$ cat config.mk
export PLATFORM = sky130hd
export DESIGN_NAME = uart_rx_ctrl
export DESIGN_NICKNAME = d
export VERILOG_FILES = /design/src/rtl/uart_rx_pkg.sv /design/src/rtl/uart_rx_tick_counter.sv /design/src/rtl/uart_rx_ctrl.sv
export SDC_FILE = /design/constraint.sdc
export NUM_CORES = 1
export LEC_CHECK = 0
export CAP_MARGIN = 20
export CORE_MARGIN = 5
export CORE_UTILIZATION = 51
export CTS_CLUSTER_DIAMETER = 50
export CTS_CLUSTER_SIZE = 10
export DETAILED_ROUTE_END_ITERATION = 10
export GPL_ROUTABILITY_DRIVEN = 1
export PLACE_DENSITY = 0.75
export SYNTH_ARGS = -nofsm -noshare
export SYNTH_HDL_FRONTEND = slang
export SYNTH_HIERARCHICAL = 1
export SYNTH_SLANG_ARGS = --single-unit
$ cat constraint.sdc
create_clock -name CLK -period 2.5 [get_ports CLK]
set_clock_uncertainty 0.15 [all_clocks]
set_input_delay 0.5 -clock CLK [delete_from_list [all_inputs] [get_ports CLK]]
set_output_delay 0.5 -clock CLK [all_outputs]
set_load 0.01 [all_outputs]
$ cat src/rtl/uart_rx_pkg.sv
// UART receive controller: shared types and constants.
// Imported by the tick counter and the RX controller.
package uart_rx_pkg;

    typedef enum logic [2:0] {
        IDLE,
        START,
        DATA,
        PARITY,
        STOP
    } rx_state_e;

    localparam logic PAR_EVEN = 1'b0;
    localparam logic PAR_ODD  = 1'b1;

    localparam int MIN_PRESCALE = 8;

    function automatic logic prescale_ok(input int p);
        return (p >= MIN_PRESCALE) && (p % 2 == 0);
    endfunction

endpackage

$ cat src/rtl/uart_rx_tick_counter.sv
// Oversampling edge counter (wraps at P-1) and bit counter.
// Both counters clear synchronously while the receiver rests in IDLE.
module uart_rx_tick_counter
    import uart_rx_pkg::*;
#(
    parameter int PRESCALE_W = 6,
    parameter int BIT_W      = 3
) (
    input  logic                  CLK,
    input  logic                  RST,
    input  logic                  clr,
    input  logic [PRESCALE_W-1:0] prescale,
    input  logic                  bit_en,
    output logic [PRESCALE_W-1:0] edge_cnt,
    output logic                  edge_last,
    output logic [BIT_W-1:0]      bit_cnt
);

    assign edge_last = (edge_cnt == prescale - 1'b1);

    always_ff @(posedge CLK or negedge RST) begin
        if (!RST) begin
            edge_cnt <= '0;
            bit_cnt  <= '0;
        end else if (clr) begin
            edge_cnt <= '0;
            bit_cnt  <= '0;
        end else begin
            edge_cnt <= edge_last ? '0 : edge_cnt + 1'b1;
            if (bit_en)
                bit_cnt <= bit_cnt + 1'b1;
        end
    end

endmodule

$ cat src/rtl/uart_rx_ctrl.sv
// UART receive controller: start detect, 3-sample majority vote,
// LSB-first deserialiser, parity and stop checking.
module uart_rx_ctrl
    import uart_rx_pkg::*;
#(
    parameter int DATA_WIDTH = 8,
    parameter int PRESCALE_W = 6
) (
    input  logic                  CLK,
    input  logic                  RST,
    input  logic                  RX_IN,
    input  logic                  PAR_EN,
    input  logic                  PAR_TYP,
    input  logic [PRESCALE_W-1:0] Prescale,
    output logic [DATA_WIDTH-1:0] P_DATA,
    output logic                  data_valid,
    output logic                  par_err,
    output logic                  stp_err,
    output logic                  busy
);

    localparam int BIT_W = (DATA_WIDTH > 1) ? $clog2(DATA_WIDTH) : 1;

    rx_state_e state, state_nx;

    logic [PRESCALE_W-1:0] p_lat;
    logic [PRESCALE_W-1:0] half;
    logic [PRESCALE_W-1:0] smp_lo;
    logic [PRESCALE_W-1:0] smp_dec;
    logic [PRESCALE_W-1:0] edge_cnt;
    logic                  edge_last;
    logic [BIT_W-1:0]      bit_cnt;
    logic                  bit_last;
    logic                  at_dec;
    logic                  start_go;
    logic                  s_a, s_b, maj;
    logic                  exp_par;
    logic                  par_pend;
    logic [DATA_WIDTH-1:0] shreg;

    assign half     = p_lat >> 1;
    assign smp_lo   = half - 1'b1;
    assign smp_dec  = half + 1'b1;
    assign at_dec   = (edge_cnt == smp_dec);
    assign bit_last = (bit_cnt == BIT_W'(DATA_WIDTH - 1));
    assign start_go = (state == IDLE) && !RX_IN
                    && prescale_ok(int'(Prescale));

    // Third vote taken straight from the line to decide on edge h+1
    assign maj = (s_a & s_b) | (s_a & RX_IN) | (s_b & RX_IN);

    assign exp_par = (PAR_TYP == PAR_EVEN) ? ^shreg : ~^shreg;

    uart_rx_tick_counter #(
        .PRESCALE_W (PRESCALE_W),
        .BIT_W      (BIT_W)
    ) u_tick (
        .CLK       (CLK),
        .RST       (RST),
        .clr       (state_nx == IDLE),
        .prescale  (p_lat),
        .bit_en    ((state == DATA) && edge_last),
        .edge_cnt  (edge_cnt),
        .edge_last (edge_last),
        .bit_cnt   (bit_cnt)
    );

    always_ff @(posedge CLK or negedge RST) begin
        if (!RST)
            state <= IDLE;
        else
            state <= state_nx;
    end

    always_comb begin
        state_nx = state;
        unique case (state)
            IDLE:
                if (start_go)
                    state_nx = START;
            START:
                if (at_dec && maj)
                    state_nx = IDLE;
                else if (edge_last)
                    state_nx = DATA;
            DATA:
                if (edge_last && bit_last)
                    state_nx = PAR_EN ? PARITY : STOP;
            PARITY:
                if (edge_last)
                    state_nx = STOP;
            STOP:
                // Leave half a bit early so a back-to-back start is seen
                if (at_dec)
                    state_nx = IDLE;
            default:
                state_nx = IDLE;
        endcase
    end

    always_ff @(posedge CLK or negedge RST) begin
        if (!RST) begin
            p_lat      <= PRESCALE_W'(MIN_PRESCALE);
            s_a        <= 1'b1;
            s_b        <= 1'b1;
            shreg      <= '0;
            par_pend   <= 1'b0;
            P_DATA     <= '0;
            data_valid <= 1'b0;
            par_err    <= 1'b0;
            stp_err    <= 1'b0;
            busy       <= 1'b0;
        end else begin
            data_valid <= 1'b0;
            busy       <= (state_nx != IDLE);
            if (start_go) begin
                p_lat    <= Prescale;
                par_pend <= 1'b0;
            end
            if (edge_cnt == smp_lo)
                s_a <= RX_IN;
            if (edge_cnt == half)
                s_b <= RX_IN;
            if ((state == DATA) && at_dec)
                shreg[bit_cnt] <= maj;
            if ((state == PARITY) && at_dec && (maj != exp_par))
                par_pend <= 1'b1;
            if ((state == STOP) && at_dec) begin
                par_err <= par_pend;
                stp_err <= ~maj;
                if (maj && !par_pend) begin
                    P_DATA     <= shreg;
                    data_valid <= 1'b1;
                end
            end
        end
    end

endmodule

==> impl_results.md, run 1 <==
* Status: finished, final reports clean
* Routability Congestion at 0.853
* Pint at 1.86 mW
* Sequential area share after synthesis at 0.425
* Most common cell after layout, fill and taps aside: dfrtp_1
* RSZ-0062 raised after global routing: yes
* Hold wc startpoint: P_DATA[0]
* Worst Hold Class: reg2reg
* Netlist cell types at 51
* CTS tree: yes
* Cell count after placement at 319
* Number of global-route vias before repair at 1949
* Gate Count Post-Synth at 228
* Chip width at 78.9 µm
* Switching power at 1.26 mW
* Worst setup SP type: register
* Flops & latches, synth at 41
* Switching share of power at 0.404
* PD cells at 1030 nW/µm²
* Total Die Area at 6230 µm²
* Logic gate share of total power at 0.519
* Rows at 25
* Final ANT Viol Nets at 0
* HPWL Detailed at 4030 µm
* CTS Root Cell: clkbuf_8
* CTS Buffer Depth at 2
* Drt pass-1 iters at 4
* Share of layout cells above drive strength 1 at 0.269
* Reg clk slew, reported paths at 0.08 ns
* WHS at 0.364 ns
* CTS sink cnt at 41
* Largest vdd supply drop at 0.000385 V
* WL per Instance at 16.4 µm
* CP endpoint kind: register
* RR Startpoint: p_lat[1]
* Inserted Diodes at 0
* H-Tree Depth at 2
* Maxcap violations at 0
* Setup Viol. Count Final at 0
* DRT iter0 DRCs at 77
* Vias per inst at 5.62
* Clk pwr share at 0.168
* Setup TNS Final at 0 ns
* Main synth FF type: dfrtp_1
* Peak Freq at 0.409 GHz
* Fin crit share at 0.978
* I/O Buffers at 22
* DRC errors left at 0
* Critical path type: reg2reg
* Max-slew violations at 0
* TritonCTS buffer count at 5
* Clock latency on the worst-skew pair at 0.29 ns
* Nets at 291
* Initial antenna violation count at 0
* Synthesized area at 2420 µm²
* EDFF count, synth at 0
* Crit. Startpoint: p_lat[1]
* Die Ht at 78.9 µm
* GRT overflow at 0
* Layout Cells excl Fill at 329
* Post-Route WL at 5410 µm
* Synth Warn # at 6
* Via count at 1849
* Synthesized area per cell at 10.6 µm²
* # IOs at 23
* Layout area overhead at 25.4%
* Commonest cells after routing, fill and taps aside: 38 x dfrtp_1, 21 x mux2_2, 21 x clkdlybuf4s50_1, 20 x buf_4, 16 x xnor2_1
* Pre-CTS setup slack at -0.0917 ns
* Slew @ Worst Pin at 0.454 ns
* First-pass GRT wire length at 9320 µm
* Largest net degree at the start of global routing at 27
* Final core utilization at 0.652
* Synth Net Count at 244
* Flop pwr share at 0.313
* Fillers at 363
* Worst rel slew slack at 0.695
* Critical path required time at 2.53 ns
* Hold Vio Cnt, Final at 0
* Critical path arrival at 2.48 ns
* Post-route minimum period at 2.45 ns
* Total GRT Usage at 0.189
* Core area at 4660 µm²
* Initial Utilization at 0.520
* Lkg Pwr at 1.28 nW
* Post-synth ARST share at 1.00
* Final setup margin at 0.0541 ns
* Max FO, Critical Path at 8
## cells by family (layout without fill, tap and decap cells)
| logic type | after synthesis | count (layout) | share of synthesized area |
|---|---|---|---|
| fa+ha+maj | 5 | 5 | 0.0258 |
| simple gates | 77 | 77 | 0.192 |
| flops | 41 | 41 | 0.425 |
| compound gates | 40 | 40 | 0.119 |
| mux | 22 | 22 | 0.102 |
| buf+inv | 15 | 62 | 0.0289 |
| xor+xnor | 28 | 28 | 0.107 |
## flip-flops by register name, summed over array words and instances (netlist names)
name,cells
P_DATA,8
shreg,8
p_lat,6
u_tick/edge_cnt,6
state,3
u_tick/bit_cnt,3
busy,1
data_valid,1
par_err,1
par_pend,1
s_a,1
s_b,1
stp_err,1
## per-layer routing
metal  GRT usage  share of wire  vias to the layer above
met4      0.0636          0.017                        0
met2       0.306           0.49                       36
li1            -              -                      906
met5           0              0                        -
met3      0.0420          0.042                       10
met1       0.252           0.45                      897
## critical path, cell delays in order, from the launching register on
cell and delay [ns]:
dfrtp_1 0.42, inv_1 0.08, ha_1 0.32, xor2_1 0.16
nor2_1 0.14, nand4_2 0.14, buf_4 0.21, nor4b_2 0.33
mux2_2 0.37
## layout make-up
| class | instances | area (µm²) | area share |
|---|---|---|---|
| multi-input cells | 172 | 1370 | 0.450 |
| flip-flops and latches | 41 | 1030 | 0.339 |
| repair buffers | 46 | 435 | 0.143 |
| clock buffers | 5 | 68.8 | 0.0227 |
| well taps | 54 | 67.6 | 0.0222 |
| clock inverters | 2 | 35.0 | 0.0115 |
| inverters | 9 | 33.8 | 0.0111 |
## power groups by stage
stage	logic [mW]	registers [mW]	clock network (mW)
2_1_floorplan	1.05	0.949	0
3_3_place_gp	1.45	0.991	0
3_5_place_dp	1.49	0.997	0
4_1_cts	1.59	0.975	0.528
5_1_grt	1.77	0.999	0.559
6_report	1.62	0.975	0.524
## worst paths after layout
| path | slack, ns | endpoint | depth (start not counted) |
|---|---|---|---|
| worst max register to register | 0.05 | shreg[1] | 8 |
| worst min register to register | 0.36 | P_DATA[0] | 1 |
| min in group asynchronous | 0.49 | P_DATA[0] | 2 |
| worst max-delay path | 0.05 | shreg[1] | 8 |
| worst min-delay path | 0.36 | P_DATA[0] | 1 |
| max in group asynchronous | 1.00 | p_lat[3] | 3 |
## synthesized netlist by cell type, drive strengths merged (2+ instances only)
cell type	count	area share
o22ai	3	0.0077
nor4b	3	0.019
nor4	2	0.0052
clkbuf	2	0.0031
nand2b	5	0.013
nand4b	2	0.0072
dfrtp	38	0.39
o21a	2	0.0062
nor3	8	0.021
nor2	14	0.022
nand2	11	0.017
nor2b	10	0.026
ha	5	0.026
o21ai	11	0.023
dfstp	3	0.033
xor2	12	0.050
nand3	7	0.014
a211oi	6	0.019
or3	3	0.0098
nand4	4	0.013
a21oi	6	0.012
and2	2	0.0052
inv	9	0.014
xnor2	16	0.058
mux2	21	0.098
buf	4	0.012
o31ai	2	0.0062
## per-stage QoR
step	total power [mW]	area, µm²
5_1_grt	3.33	3040
3_5_place_dp	2.49	2870
3_3_place_gp	2.44	2870
2_1_floorplan	2.00	2440
6_report	3.11	3040
4_1_cts	3.09	3020
## repair_timing
item,4_1_cts,5_1_grt
endpoints found under the setup margin,2,7
pin swaps,0,1
setup buffers,2,0
hold buffers,1,0
resized for setup,2,4
endpoints found under the hold margin,15,0
Note: power is estimated with default switching activity, not from simulation.
==> inputs of run 2 (changes only) <==
--- a/config.mk
+++ b/config.mk
@@ -12,6 +12,7 @@
 export CTS_CLUSTER_SIZE = 10
 export DETAILED_ROUTE_END_ITERATION = 10
 export GPL_ROUTABILITY_DRIVEN = 1
+export GPL_TIMING_DRIVEN = 0
 export PLACE_DENSITY = 0.75
 export SYNTH_ARGS = -nofsm -noshare
 export SYNTH_HDL_FRONTEND = slang
==> impl_results.md, run 2 (synthesis gave the netlist of run 1 again) <==
* Tot Pwr at 3.04 mW (was 3.11 mW)
* Nets at 287 (was 291)
* Status: finished with violations (was finished, final reports clean)
* Switching power at 1.28 mW (was 1.26 mW)
* Flop pwr share at 0.322 (was 0.313)
* Clock latency on the worst-skew pair at 0.30 ns (was 0.29 ns)
* Maxcap violations at 0 (unchanged)
* CTS Root Cell: clkbuf_8 (unchanged)
* CTS sink cnt at 41 (unchanged)
* Fillers at 362 (was 363)
* Post-route minimum period at 2.43 ns (was 2.45 ns)
* Vias per inst at 5.59 (was 5.62)
* Most common cell after layout, fill and taps aside: dfrtp_1 (unchanged)
* DRT iter0 DRCs at 99 (was 77)
* WHS at -0.00188 ns (was 0.364 ns)
* Worst rel slew slack at 0.588 (was 0.695)
* Initial antenna violation count at 0 (unchanged)
* Worst setup SP type: register (unchanged)
* Total Die Area at 6230 µm² (unchanged)
* Worst Hold Class: in2async (was reg2reg)
* Post-Route WL at 5010 µm (was 5410 µm)
* Hold Vio Cnt, Final at 3 (was 0)
* Die Ht at 78.9 µm (unchanged)
* Pre-CTS setup slack at -0.521 ns (was -0.0917 ns)
* Reg clk slew, reported paths at 0.08 ns (about the same)
* Design area at 3030 µm² (was 3040 µm²)
* Critical path required time at 2.56 ns (was 2.53 ns)
* DP Area at 2750 µm² (was 2870 µm²)
* Rows at 25 (unchanged)
* I/O Buffers at 22 (unchanged)
* DRC errors left at 0 (unchanged)
* WL per Instance at 15.4 µm (was 16.4 µm)
* Critical path type: reg2reg (unchanged)
* Chip width at 78.9 µm (unchanged)
* CTS tree: yes (unchanged)
* PD cells at 1000 nW/µm² (was 1030 nW/µm²)
* Layout area overhead at 25.0% (was 25.4%)
* Logic gate share of total power at 0.527 (was 0.519)
* Reg2Reg Setup Slack at 0.07 ns (was 0.05 ns)
* Total GRT Usage at 0.175 (was 0.189)
* Share of layout cells above drive strength 1 at 0.283 (was 0.269)
* Fin crit share at 0.970 (was 0.978)
* Final ANT Viol Nets at 0 (unchanged)
* Core area at 4660 µm² (unchanged)
* Peak Freq at 0.412 GHz (was 0.409 GHz)
* Drt pass-1 iters at 4 (unchanged)
* Critical path arrival at 2.48 ns (about the same)
* Reg-to-reg endpoint: state[1] (was shreg[1])
* HPWL Detailed at 3450 µm (was 4030 µm)
* First-pass GRT wire length at 8600 µm (was 9320 µm)
* CP endpoint kind: register (unchanged)
* CTS Buffer Depth at 2 (unchanged)
* Inserted Diodes at 0 (unchanged)
* Leading registers by flop count: P_DATA (8), shreg (8) (unchanged)
* Slew @ Worst Pin at 0.616 ns (was 0.454 ns)
* Max-slew violations at 0 (unchanged)
* Cts hold-fix bufs at 0 (was 1)
* Layout Cells excl Fill at 326 (was 329)
* Reg2reg path depth at 8 (unchanged)
* Initial Utilization at 0.520 (unchanged)
* Commonest cells after routing, fill and taps aside: 35 x dfrtp_1, 21 x mux2_2, 20 x clkdlybuf4s50_1, 16 x buf_4, 16 x xnor2_1 (was 38 x dfrtp_1, 21 x mux2_2, 21 x clkdlybuf4s50_1, 20 x buf_4, 16 x xnor2_1)
* Switching share of power at 0.421 (was 0.404)
* Max FO, Critical Path at 5 (was 8)
* Largest net degree at the start of global routing at 25 (was 27)
* Via count at 1822 (was 1849)
* Cell count after placement at 305 (was 319)
* RR Startpoint: p_lat[1] (unchanged)
* H-Tree Depth at 2 (unchanged)
* Number of global-route vias before repair at 1837 (was 1949)
* Final setup margin at 0.0740 ns (was 0.0541 ns)
* Largest vdd supply drop at 0.000460 V (was 0.000385 V)
* # IOs at 23 (unchanged)
* Pint at 1.76 mW (was 1.86 mW)
* Lkg Pwr at 1.27 nW (was 1.28 nW)
* GRT overflow at 0 (unchanged)
* Setup Viol. Count Final at 0 (unchanged)
* Clk pwr share at 0.151 (was 0.168)
* TritonCTS buffer count at 5 (unchanged)
* Failing checks: hold timing
* Routability Congestion at 0.869 (was 0.853)
[run 2: power by group through the flow]
stage | sequential (mW) | clock, mW | combinational (mW)
finish | 0.977 | 0.459 | 1.60
global route | 1.00 | 0.499 | 1.74
CTS | 0.983 | 0.467 | 1.41
detailed placement | 1.00 | 0 | 1.30
global placement | 0.994 | 0 | 1.27
floorplan | 0.949 | 0 | 1.05
[run 2: what timing repair did]
item,in CTS,in global routing
pin swaps,3,4
setup buffers,3,11
gates resized for setup,10,9
endpoints found under the setup margin,27,26
[run 2: worst max-delay path by stage]
stage / start / endpoint / slack [ns] / cells past startpoint
finish: p_lat[1] / state[1] / 0.07 / 8
global placement: RX_IN / u_tick/edge_cnt[1] / -0.50 / 9
floorplan: p_lat[1] / u_tick/bit_cnt[2] / 0.01 / 8
global route: p_lat[1] / u_tick/bit_cnt[2] / -0.02 / 8
CTS: p_lat[2] / u_tick/edge_cnt[1] / -0.04 / 8
detailed placement: RX_IN / u_tick/edge_cnt[1] / -0.52 / 9
[run 2: final cells by class]
cell class | instances | area, µm² | share of cell area
clock buffers | 7 | 86.3 | 0.0285
plain buffers | 5 | 38.8 | 0.0128
well taps | 54 | 67.6 | 0.0223
flip-flops and latches | 41 | 1030 | 0.341
repair buffers | 37 | 363 | 0.120
inverters | 9 | 33.8 | 0.0112
multi-input cells | 172 | 1400 | 0.462
clock inverters | 1 | 7.51 | 0.00248
[run 2: per-stage QoR]
stage                util  setup TNS, ns
global placement    0.584         -17.39
floorplan               -              0
CTS                 0.624        -0.0391
detailed placement  0.589          -7.20
global route        0.650        -0.0244
finish              0.650              0
[run 2: worst max-delay path: stages, from the launching register on]
cell	delay [ns]
dfrtp_2	0.45
or3_4	0.42
or4_4	0.50
a32oi_4	0.20
and2_4	0.21
buf_4	0.10
buf_4	0.09
nand2b_1	0.04
o21ai_0	0.17
[run 2: routing by layer]
layer | GRT usage | vias up | routed length [µm]
met4 | 0.0636 | 0 | 61
met1 | 0.217 | 890 | 2280
li1 | - | 903 | -
met3 | 0.0385 | 4 | 154
met5 | 0 | - | 0
met2 | 0.300 | 25 | 2510
